$ cat config.mk
export PLATFORM = sky130hd
export DESIGN_NAME = alu_preproc_pipe
export DESIGN_NICKNAME = d
export VERILOG_FILES = /design/src/rtl/alu_preproc_pipe.sv
export SDC_FILE = /design/constraint.sdc
export NUM_CORES = 1
export LEC_CHECK = 0
export BUFFER_PORTS_ARGS = -buffer_cell sky130_fd_sc_hd__buf_2
export CORE_MARGIN = 5
export CORE_UTILIZATION = 50
export DETAILED_ROUTE_END_ITERATION = 8
export PLACE_DENSITY = 0.81
export SLEW_MARGIN = 20
export SYNTH_ARGS = -nofsm -noshare
export SYNTH_HDL_FRONTEND = slang
export SYNTH_SLANG_ARGS = --single-unit
$ cat constraint.sdc
create_clock -name clk -period 2.4 [get_ports clk]
set_input_delay 0.48 -clock clk [delete_from_list [all_inputs] [get_ports clk]]
set_output_delay 0.48 -clock clk [all_outputs]
set_load 0.005 [all_outputs]
$ cat src/rtl/alu_preproc_pipe.sv
// Registered ALU operand preprocessor: decodes an opcode into adder operands and a carry-in,
// behind a valid/ready handshake with a 2-entry skid buffer and a registered in_ready.
module alu_preproc_pipe #(
  parameter int unsigned W = 4
) (
  input  logic         clk,
  input  logic         rst,
  input  logic         in_valid,
  output logic         in_ready,
  input  logic [W-1:0] a,
  input  logic [W-1:0] b,
  input  logic [2:0]   op,
  input  logic         cin_i,
  output logic         out_valid,
  input  logic         out_ready,
  output logic [W-1:0] amod,
  output logic [W-1:0] bmod,
  output logic         cin_o,
  output logic [2:0]   out_op
);

  typedef struct packed {
    logic [W-1:0] amod;
    logic [W-1:0] bmod;
    logic         cin;
    logic [2:0]   op;
  } entry_t;

  entry_t dec;
  entry_t out_q, out_d;
  entry_t skd_q, skd_d;
  logic   out_valid_q, out_valid_d;
  logic   skd_valid_q, skd_valid_d;
  logic   in_ready_q, in_ready_d;
  logic   accept, consume;

  always_comb begin
    dec      = '0;
    dec.op   = op;
    dec.amod = a;
    case (op)
      3'b000: ;
      3'b001: begin
        dec.amod = '0;
        dec.bmod = ~a;
        dec.cin  = 1'b1;
      end
      3'b010: dec.cin = 1'b1;
      3'b011: dec.bmod = '1;
      3'b100: dec.bmod = b;
      3'b101: begin
        dec.bmod = ~b;
        dec.cin  = 1'b1;
      end
      3'b110: begin
        dec.bmod = b;
        dec.cin  = cin_i;
      end
      3'b111: begin
        dec.amod = b;
        dec.bmod = ~a;
        dec.cin  = 1'b1;
      end
      default: ;
    endcase
  end

  assign accept  = in_valid & in_ready_q;
  assign consume = out_valid_q & out_ready;

  // in_ready_q mirrors ~skd_valid_q, so an accept never coincides with a full skid register.
  always_comb begin
    out_d       = out_q;
    skd_d       = skd_q;
    out_valid_d = out_valid_q;
    skd_valid_d = skd_valid_q;
    if (consume) begin
      out_valid_d = 1'b0;
      if (skd_valid_q) begin
        out_d       = skd_q;
        out_valid_d = 1'b1;
        skd_valid_d = 1'b0;
      end
    end
    if (accept) begin
      if (!out_valid_q || consume) begin
        out_d       = dec;
        out_valid_d = 1'b1;
      end else begin
        skd_d       = dec;
        skd_valid_d = 1'b1;
      end
    end
    in_ready_d = ~skd_valid_d;
  end

  always_ff @(posedge clk) begin
    if (rst) begin
      out_q       <= '0;
      skd_q       <= '0;
      out_valid_q <= 1'b0;
      skd_valid_q <= 1'b0;
      in_ready_q  <= 1'b1;
    end else begin
      out_q       <= out_d;
      skd_q       <= skd_d;
      out_valid_q <= out_valid_d;
      skd_valid_q <= skd_valid_d;
      in_ready_q  <= in_ready_d;
    end
  end

  assign in_ready  = in_ready_q;
  assign out_valid = out_valid_q;
  assign amod      = out_q.amod;
  assign bmod      = out_q.bmod;
  assign cin_o     = out_q.cin;
  assign out_op    = out_q.op;

endmodule

After elaboration in Yosys (flattened, before gate mapping)
Cells that the tools add are included.
- input port bits: 16
- output and inout bits: 14
- logic and storage cells: 44
- register bits after elaboration: 27
- reduce and logical (&&, ||, !) cells: 6
- bitwise operators: 6
- mux-type cells: 14
- eq/ne operators: 7
- operator list (kind ; number):
    12-bit 2-to-1 mux ; 4
    4-bit one-hot mux with 4 select lines ; 1
    3-bit == test, second input constant ; 4
    4-bit inverter ; 2
    4-bit one-hot mux with 2 select lines ; 1
    1-bit 2-to-1 mux ; 7
    3-bit by 2-bit == test with 1-bit output, second input constant ; 2
    2-bit OR reduction ; 2
    4-bit OR reduction ; 1
    3-bit by 1-bit == test with 1-bit output, second input constant ; 1
    1-bit AND ; 2
    1-bit inverter ; 2
    1-bit one-hot mux with 2 select lines ; 1
    2-bit AND reduction ; 1
    1-bit zero test ; 1
    1-bit logical OR ; 1

Logic depth before layout (Yosys ltp)
Gate-level depths: netlist of the first run.
- depth after elaboration: 5
- depth in mapped cells: 5
- gate-level depth less buffers: 4

Worst setup path after synthesis of the first run
OpenSTA, ideal clock, no wires.
- kind: input -> register
- start: input port op[0]
- end: register out_q, in the netlist amod[1]
- stages: 5
- slack: 1015 ps
- data arrival time: 1259 ps
- required time: 2274 ps
- setup time: 126 ps
- buffers on the path: 1
- cell sequence: buf_2 nand2_1 and2_1 a22oi_1 o22ai_2
- cells in the longest elaborated chain, start to end: 4
- elaborated cells between the ends (all ways): 5
- those cells by class: eq/ne (2); mux (3)
- RTL lines (what ; line ; text):
    from (decl) ; 12 ; input logic [2:0] op,
    3-bit == test or 3-bit by 1-bit == test with 1-bit output (tied branches) ; 41 ; case (op)
    4-bit one-hot mux with 2 select lines * ; 41 ;
    12-bit 2-to-1 mux * ; 86 ; if (!out_valid_q || consume) begin
    12-bit 2-to-1 mux * ; 85 ; if (accept) begin
    to (signal assigned) ; 105 ; out_q <= out_d;
    to (decl) ; 30 ; entry_t out_q, out_d;
Mark *: on every way between the ends. The rest lies on a longest branch, timed or not.
A chain may end at the register's enable or synchronous reset.

Worst setup path after layout of the first run
- start: register out_valid_q, in the netlist out_valid
- end: register out_q, in the netlist amod[2]
- cells in the longest elaborated chain, start to end: 4
- elaborated cells between the ends (all ways): 6
- those cells by class: mux (3); bitwise (1); reduce/logical (2)
- RTL lines (what ; line ; text):
    from (decl) ; 32 ; logic out_valid_q, out_valid_d;
    from (signal assigned) ; 107 ; out_valid_q <= out_valid_d;
    1-bit AND or 1-bit zero test (tied branches) ; 69, 86 ;
    12-bit 2-to-1 mux or 1-bit logical OR (tied branches) ; 77, 86 ;
    12-bit 2-to-1 mux ; 86 ;
    12-bit 2-to-1 mux * ; 85 ;
Marks and branches as above.

==> reports/results.ini, run 1 <==
[drt]
ant_nets=0
via_count=1107
initialDrtViolationCount=56
drc=0
drt_wl_total_um=2855
wl_per_cell_um=14.87
first_pass_iters=4
via_per_inst=5.766

[grt]
grt_most_used_layer=met2
grt_use_total_pct=16.63
antenna_found_initial=0
met3_usage_pct=1.677
grt_pass1_wl_um=4740
use_met1_pct=22.11
grt_max_degree=23
met2_usage_pct=27.20
overflow=0
grt_pass1_vias=1055

[timing]
slew_violations=0
rsz0062_at_grt=false
clock_skew_ns=0.01283
setup_viol=0
finalCritPeriodShare_pct=61.83
finalSetupTns_ns=0
hold_viol=0
finalCriticalPeriod_ns=1.484
maxSlewHeadroom_pct=61.35
max_freq_mhz=673.8
tightest_slew_ns=0.5798
fin_ws_ns=0.9160

[setup_path]
cp.arrival_ns=1.68
required_ns=2.60
reg2reg_slack_ns=0.92
worst_path_max_delay_cell=or2_0
path_class=reg -> reg
endpoint_kind=flip-flop
reg2reg_depth=4
crit_chain=nand2b_4 -> nand3_4 -> or2_0 -> o22ai_2
cp-start-kind=flip-flop
slowest_delay_ns=0.49
cp-startpoint=out_valid$_SDFF_PP0_
crit_fanout=10
critPathBufInv=0
r2r_end=amod[2]$_SDFF_PP0_
timing.rr.start=out_valid$_SDFF_PP0_
cp_top_family=simple AND/OR/NAND/NOR gates

[power]
ir_worst_vdd_mv=0.3327
powerDensity_nw_per_um2=562.0
p_leak_nw=0.6879

[clock_network]
post_cts_buffers=0
hold_buffers=0
h-tree-depth=1
root_buffer=clkbuf_4
post_cts_resize_count=0
clock_path_buffers=2
cts_tree=yes
cts.reportedPaths.clkPinSlew_ns=0.14
cts.sinks=27
cts_buffers=3
clock_latency_ns=0.33

[synth]
synth_seq_cells=27
synth_top_flop_cell=dfxtp_1
synth_fp_nets=154
synthTopCellsByArea=dfxtp_1 (41%), mux2i_1 (15%), nand2b_1 (5.2%)
synth_edf_count=0
yosysSeqAreaShare_pct=40.56
yosysTopAreaCellShare_pct=40.56
yosysUniqueCellTypes=29
synth_top_cell_by_area=dfxtp_1
synth_area_um2=1333
synthCells=138
syn_area_per_cell_um2=9.656
yosysWarnings=0
synthArstFlopShare_pct=0

[finish]
seq_area_um2=540.5
nFillCells=230
drive_gt1_share_pct=25.31
nets=179
multi_input_area_um2=720.7
area_growth_pct=11.17
n_antenna_cell=0
instances_no_fill=192
final_util_pct=58.73
final_common_cell=buf_2
final_cell_mix=buf_2 (29), dfxtp_1 (27), mux2i_1 (20)

[floorplanning]
io_pins=30
dieHeight_um=61.63
initial_utilization_pct=52.83
num_rows=18
dieArea_um2=3798
core-area_um2=2522
die-width_um=61.63

[run_status]
status=completed

[min_path]
hold_depth=2
hold_start=skd_q[7]$_SDFFE_PP0P_
hold_path.class=reg -> reg
min_to=skd_q[7]$_SDFFE_PP0P_

[place]
hpwl_um=2160
place_ws_ns=0.6141
dp_cells=188
place.gp.congestion=0.8223
io_buffers=29

[job]
maxCapViolCount=0

## cells in the mapped netlist, types with 2 or more instances
master and n:
dfxtp_1 27, buf_6 3, mux2i_1 20, a21o_1 4, nand3_1 5, o22ai_2 4
a22oi_1 4, o221ai_1 4, a211oi_1 8, nand2b_1 11, a21oi_1 2, buf_2 2
o22ai_1 8, clkbuf_1 3, nand2_1 7, nor2_1 13
## through the flow
step	cell area, um2	hold slack, ns	total power [mW]
finish	1481	0.4989	0.8326
global route	1481	0.5027	0.8741
CTS	1481	0.5012	0.8382
detailed placement	1455	0.4764	0.6500
global placement	1455	0.4742	0.6423
floorplan	1333	0.4596	0.5998
## logic make-up after synthesis
group           after synthesis  share of synthesized area (%)
flops                        27                          40.56
mux                          20                          15.02
simple gates                 44                          18.22
compound gates               36                          20.85
buf+inv                      11                          5.351
## layout make-up
cell class / count / area share [%]
clock buffers: 4 / 1.774
inverters: 1 / 0.2534
multi-input cells: 100 / 48.65
flip-flops and latches: 27 / 36.49
well taps: 30 / 2.534
repair buffers: 30 / 10.30
## report_power, final
group / internal [mW] / switching [mW] / leakage [nW]
sequential: 0.473 / 0.0139 / 0.221
clock: 0.0651 / 0.127 / 0.0150
combinational: 0.0676 / 0.0857 / 0.452
total: 0.606 / 0.227 / 0.688
## per-layer routing
metal | vias up | routed length (um)
met1 | 512 | 1303
met2 | 35 | 1357
met5 | - | 0
met3 | 4 | 149
met4 | 0 | 45
li1 | 556 | -
## worst max-delay path by stage
| stage | endpoint | slack (ns) | cells after the start |
|---|---|---|---|
| 2_1_floorplan | amod[1]$_SDFF_PP0_ | 1.02 | 5 |
| 3_3_place_gp | skd_q[11]$_SDFFE_PP0P_ | 0.68 | 5 |
| 3_5_place_dp | skd_q[11]$_SDFFE_PP0P_ | 0.61 | 5 |
| 4_1_cts | amod[2]$_SDFF_PP0_ | 0.92 | 4 |
| 5_1_grt | in_ready$_SDFF_PP1_ | 0.80 | 4 |
| 6_report | amod[2]$_SDFF_PP0_ | 0.92 | 4 |
## state kept, by name (all words and copies together), names as in the netlist
name and cells:
amod 4, bmod 4, cin_o 1, in_ready 1, out_op 3, out_valid 1
skd_q 12, skd_valid_q 1
## worst register-to-register path, cell delays in order, from the launching register on
cell,delay (ns)
dfxtp_1,0.46
nand2b_4,0.10
nand3_4,0.14
or2_0,0.49
o22ai_2,0.17
No activity file was read; power rests on OpenSTA's default activity.
==> run 2: changes to the inputs <==
--- a/config.mk
+++ b/config.mk
@@ -5,11 +5,12 @@
 export SDC_FILE = /design/constraint.sdc
 export NUM_CORES = 1
 export LEC_CHECK = 0
+export ABC_AREA = 1
 export BUFFER_PORTS_ARGS = -buffer_cell sky130_fd_sc_hd__buf_2
 export CORE_MARGIN = 5
-export CORE_UTILIZATION = 50
+export CORE_UTILIZATION = 48
 export DETAILED_ROUTE_END_ITERATION = 8
-export PLACE_DENSITY = 0.81
+export PLACE_DENSITY = 0.8
 export SLEW_MARGIN = 20
 export SYNTH_ARGS = -nofsm -noshare
 export SYNTH_HDL_FRONTEND = slang
==> constraint.sdc (replaced) <==
create_clock -name clk -period 1.25 [get_ports clk]
set_input_delay 0.25 -clock clk [delete_from_list [all_inputs] [get_ports clk]]
set_output_delay 0.25 -clock clk [all_outputs]
set_load 0.005 [all_outputs]
==> reports/results.ini, run 2 <==
[clock_network]
cts.reportedPaths.clkPinSlew_ns=0.15  ; about the same
post_cts_resize_count=0  ; unchanged
cts_buffers=3  ; unchanged
hold_buffers=0  ; unchanged
cts_tree=yes
clock_latency_ns=0.33  ; about the same
post_cts_buffers=0  ; unchanged
root_buffer=clkbuf_4
cts.sinks=27  ; unchanged
h-tree-depth=1  ; unchanged
clock_path_buffers=2  ; unchanged

[power]
powerDensity_nw_per_um2=1010  ; +80%
total_power_mw=1.695  ; +100%
ir_worst_vdd_mv=0.8609  ; +160%
p_leak_nw=0.9128  ; +33%

[synth]
yosysWarnings=0  ; unchanged
yosysSeqAreaShare_pct=38.16  ; -2.4 points
synthCells=221  ; +60%
synth_area_um2=1416  ; +6.3%
synth_top_flop_cell=dfxtp_1
synth_seq_cells=27  ; unchanged
synth.most_common_cell=nand2_1
synth_top_cell_by_area=dfxtp_1
synth_fp_nets=237  ; +54%
synth_edf_count=0  ; unchanged
synth_common_cells=nand2_1 (49), nor2_1 (35), dfxtp_1 (27)
yosysTopAreaCellShare_pct=38.16  ; -2.4 points
syn_area_per_cell_um2=6.409  ; -34%
synthTopCellsByArea=dfxtp_1 (38%), nand2_1 (13%), nor2_1 (9.3%)
yosysUniqueCellTypes=22  ; -24%
synthArstFlopShare_pct=0  ; unchanged

[grt]
grt_use_total_pct=16.82  ; +0.19 points
grt_max_degree=18  ; -22%
grt_pass1_wl_um=5802  ; +22%
antenna_found_initial=0  ; unchanged
grt_pass1_vias=1332  ; +26%
overflow=0  ; unchanged

[finish]
instances_no_fill=285  ; +48%
drive_gt1_share_pct=22.44  ; -2.9 points
area_growth_pct=18.55
final_common_cell=nand2_1
final_cell_mix=nand2_1 (48), nor2_1 (35), buf_2 (29)
seq_area_um2=543.0  ; +0.46%
regMostFlops=skd_q
n_antenna_cell=0  ; unchanged
multi_input_area_um2=715.7  ; -0.69%
nets=271  ; +51%
nFillCells=273  ; +19%
largest_reg_flops=12  ; unchanged

[setup_path]
cp.arrival_ns=1.36  ; -0.32 ns
crit_fanout=17  ; +7
required_ns=1.48  ; -1.12 ns
cp-start-kind=flip-flop
endpoint_kind=flip-flop
slowest_delay_ns=0.40  ; -0.09 ns
worst_path_max_delay_cell=dfxtp_2
path_class=reg -> reg
crit_chain=nand3_2 -> buf_12 -> or2_1 -> o21ai_0 -> a21oi_1

[floorplanning]
io_pins=30  ; unchanged
die-width_um=64.32  ; +4.4%
num_rows=19  ; +1
core-area_um2=2781  ; +10%
dieArea_um2=4137  ; +8.9%
dieHeight_um=64.32  ; +4.4%
initial_utilization_pct=50.92  ; -1.9 points

[place]
dp_cells=281  ; +49%
hpwl_um=2517  ; +17%
io_buffers=29  ; unchanged
place.gp.congestion=0.9637  ; +17%
place_ws_ns=0.06261  ; -0.5515 ns

[drt]
first_pass_iters=4  ; unchanged
ant_nets=0  ; unchanged
drc=0  ; unchanged
wl_per_cell_um=11.50  ; -23%
initialDrtViolationCount=59  ; +5.4%
via_per_inst=5.137  ; -11%
drt_wl_total_um=3277  ; +15%
via_count=1464  ; +32%

[timing]
setup_viol=0  ; unchanged
slew_violations=0  ; unchanged
fin_ws_ns=0.1174  ; -0.7986 ns
hold_ws_ns=0.2304  ; -0.2685 ns
rsz0062_at_grt=false
max_freq_mhz=882.9  ; +31%
finalCritPeriodShare_pct=90.61  ; +29 points
finalSetupTns_ns=0  ; unchanged
clock_skew_ns=0.008448  ; -0.004384 ns
finalCriticalPeriod_ns=1.133  ; -0.3514 ns
tightest_slew_ns=0.4913  ; -0.08852 ns
maxSlewHeadroom_pct=67.21  ; +5.9 points
hold_viol=0  ; unchanged

[job]
maxCapViolCount=0  ; unchanged

[min_path]
hold_path.class=in -> reg

[run_status]
status=completed

[run 2: changes by cell type in the layout (fill, tap and decap cells not counted), sizes merged, moves of 12 or more]
cell / change
o21ai: +18
inv: +28
mux2i: -20
nor2: +24
nand2b: -12
nand2: +44
o22ai: -12
nand3: +21
[run 2: per-stage QoR]
step / instance area (um2) / util [%]
3_3_place_gp: 1638 / 58.88
3_5_place_dp: 1638 / 58.88
4_1_cts: 1665 / 59.87
5_1_grt: 1679 / 60.37
2_1_floorplan: 1416 / -
6_report: 1679 / 60.37
[run 2: critical path: cells and delay by family (launching register included)]
kind,cells,cell delay [ns]
flops,1,0.40
simple gates,2,0.31
buf+inv,1,0.16
compound gates,2,0.16
[run 2: layer usage]
| layer | global-route usage, % | share of wire [%] | vias up |
|---|---|---|---|
| li1 | - | - | 760 |
| met5 | 0 | 0 | - |
| met1 | 23.27 | 49 | 654 |
| met2 | 26.87 | 44 | 46 |
| met3 | 1.751 | 5.1 | 4 |
| met4 | 6.107 | 1.2 | 0 |
[run 2: area by class of cell]
cell class	count	share of cell area (%)
clock inverter	1	0.2981
inverter	30	6.930
sequential	27	32.34
clock buffer	3	1.341
multi-input combinational	155	42.62
tap	31	2.310
timing repair buffer	38	14.16
[run 2: logic make-up after synthesis]
logic type      synth area share [%]
buf+inv                        11.84
flops                          38.16
simple gates                   39.58
compound gates                 10.42
[run 2: where the power goes]
group	switching, mW	leakage [nW]	internal [mW]
logic	0.210	0.673	0.152
clock network	0.267	0.0177	0.120
registers	0.0274	0.222	0.918
[run 2: path summary, 6_finish.rpt]
check                             start                     to  slack [ns]  cells past startpoint
setup / recovery   out_valid$_SDFF_PP0_   out_op[2]$_SDFF_PP0_        0.12                      5
hold / removal                 in_valid   out_valid$_SDFF_PP0_        0.23                      3
setup reg to reg   out_valid$_SDFF_PP0_   out_op[2]$_SDFF_PP0_        0.12                      5
hold reg to reg   skd_q[1]$_SDFFE_PP0P_  skd_q[1]$_SDFFE_PP0P_        0.53                      2
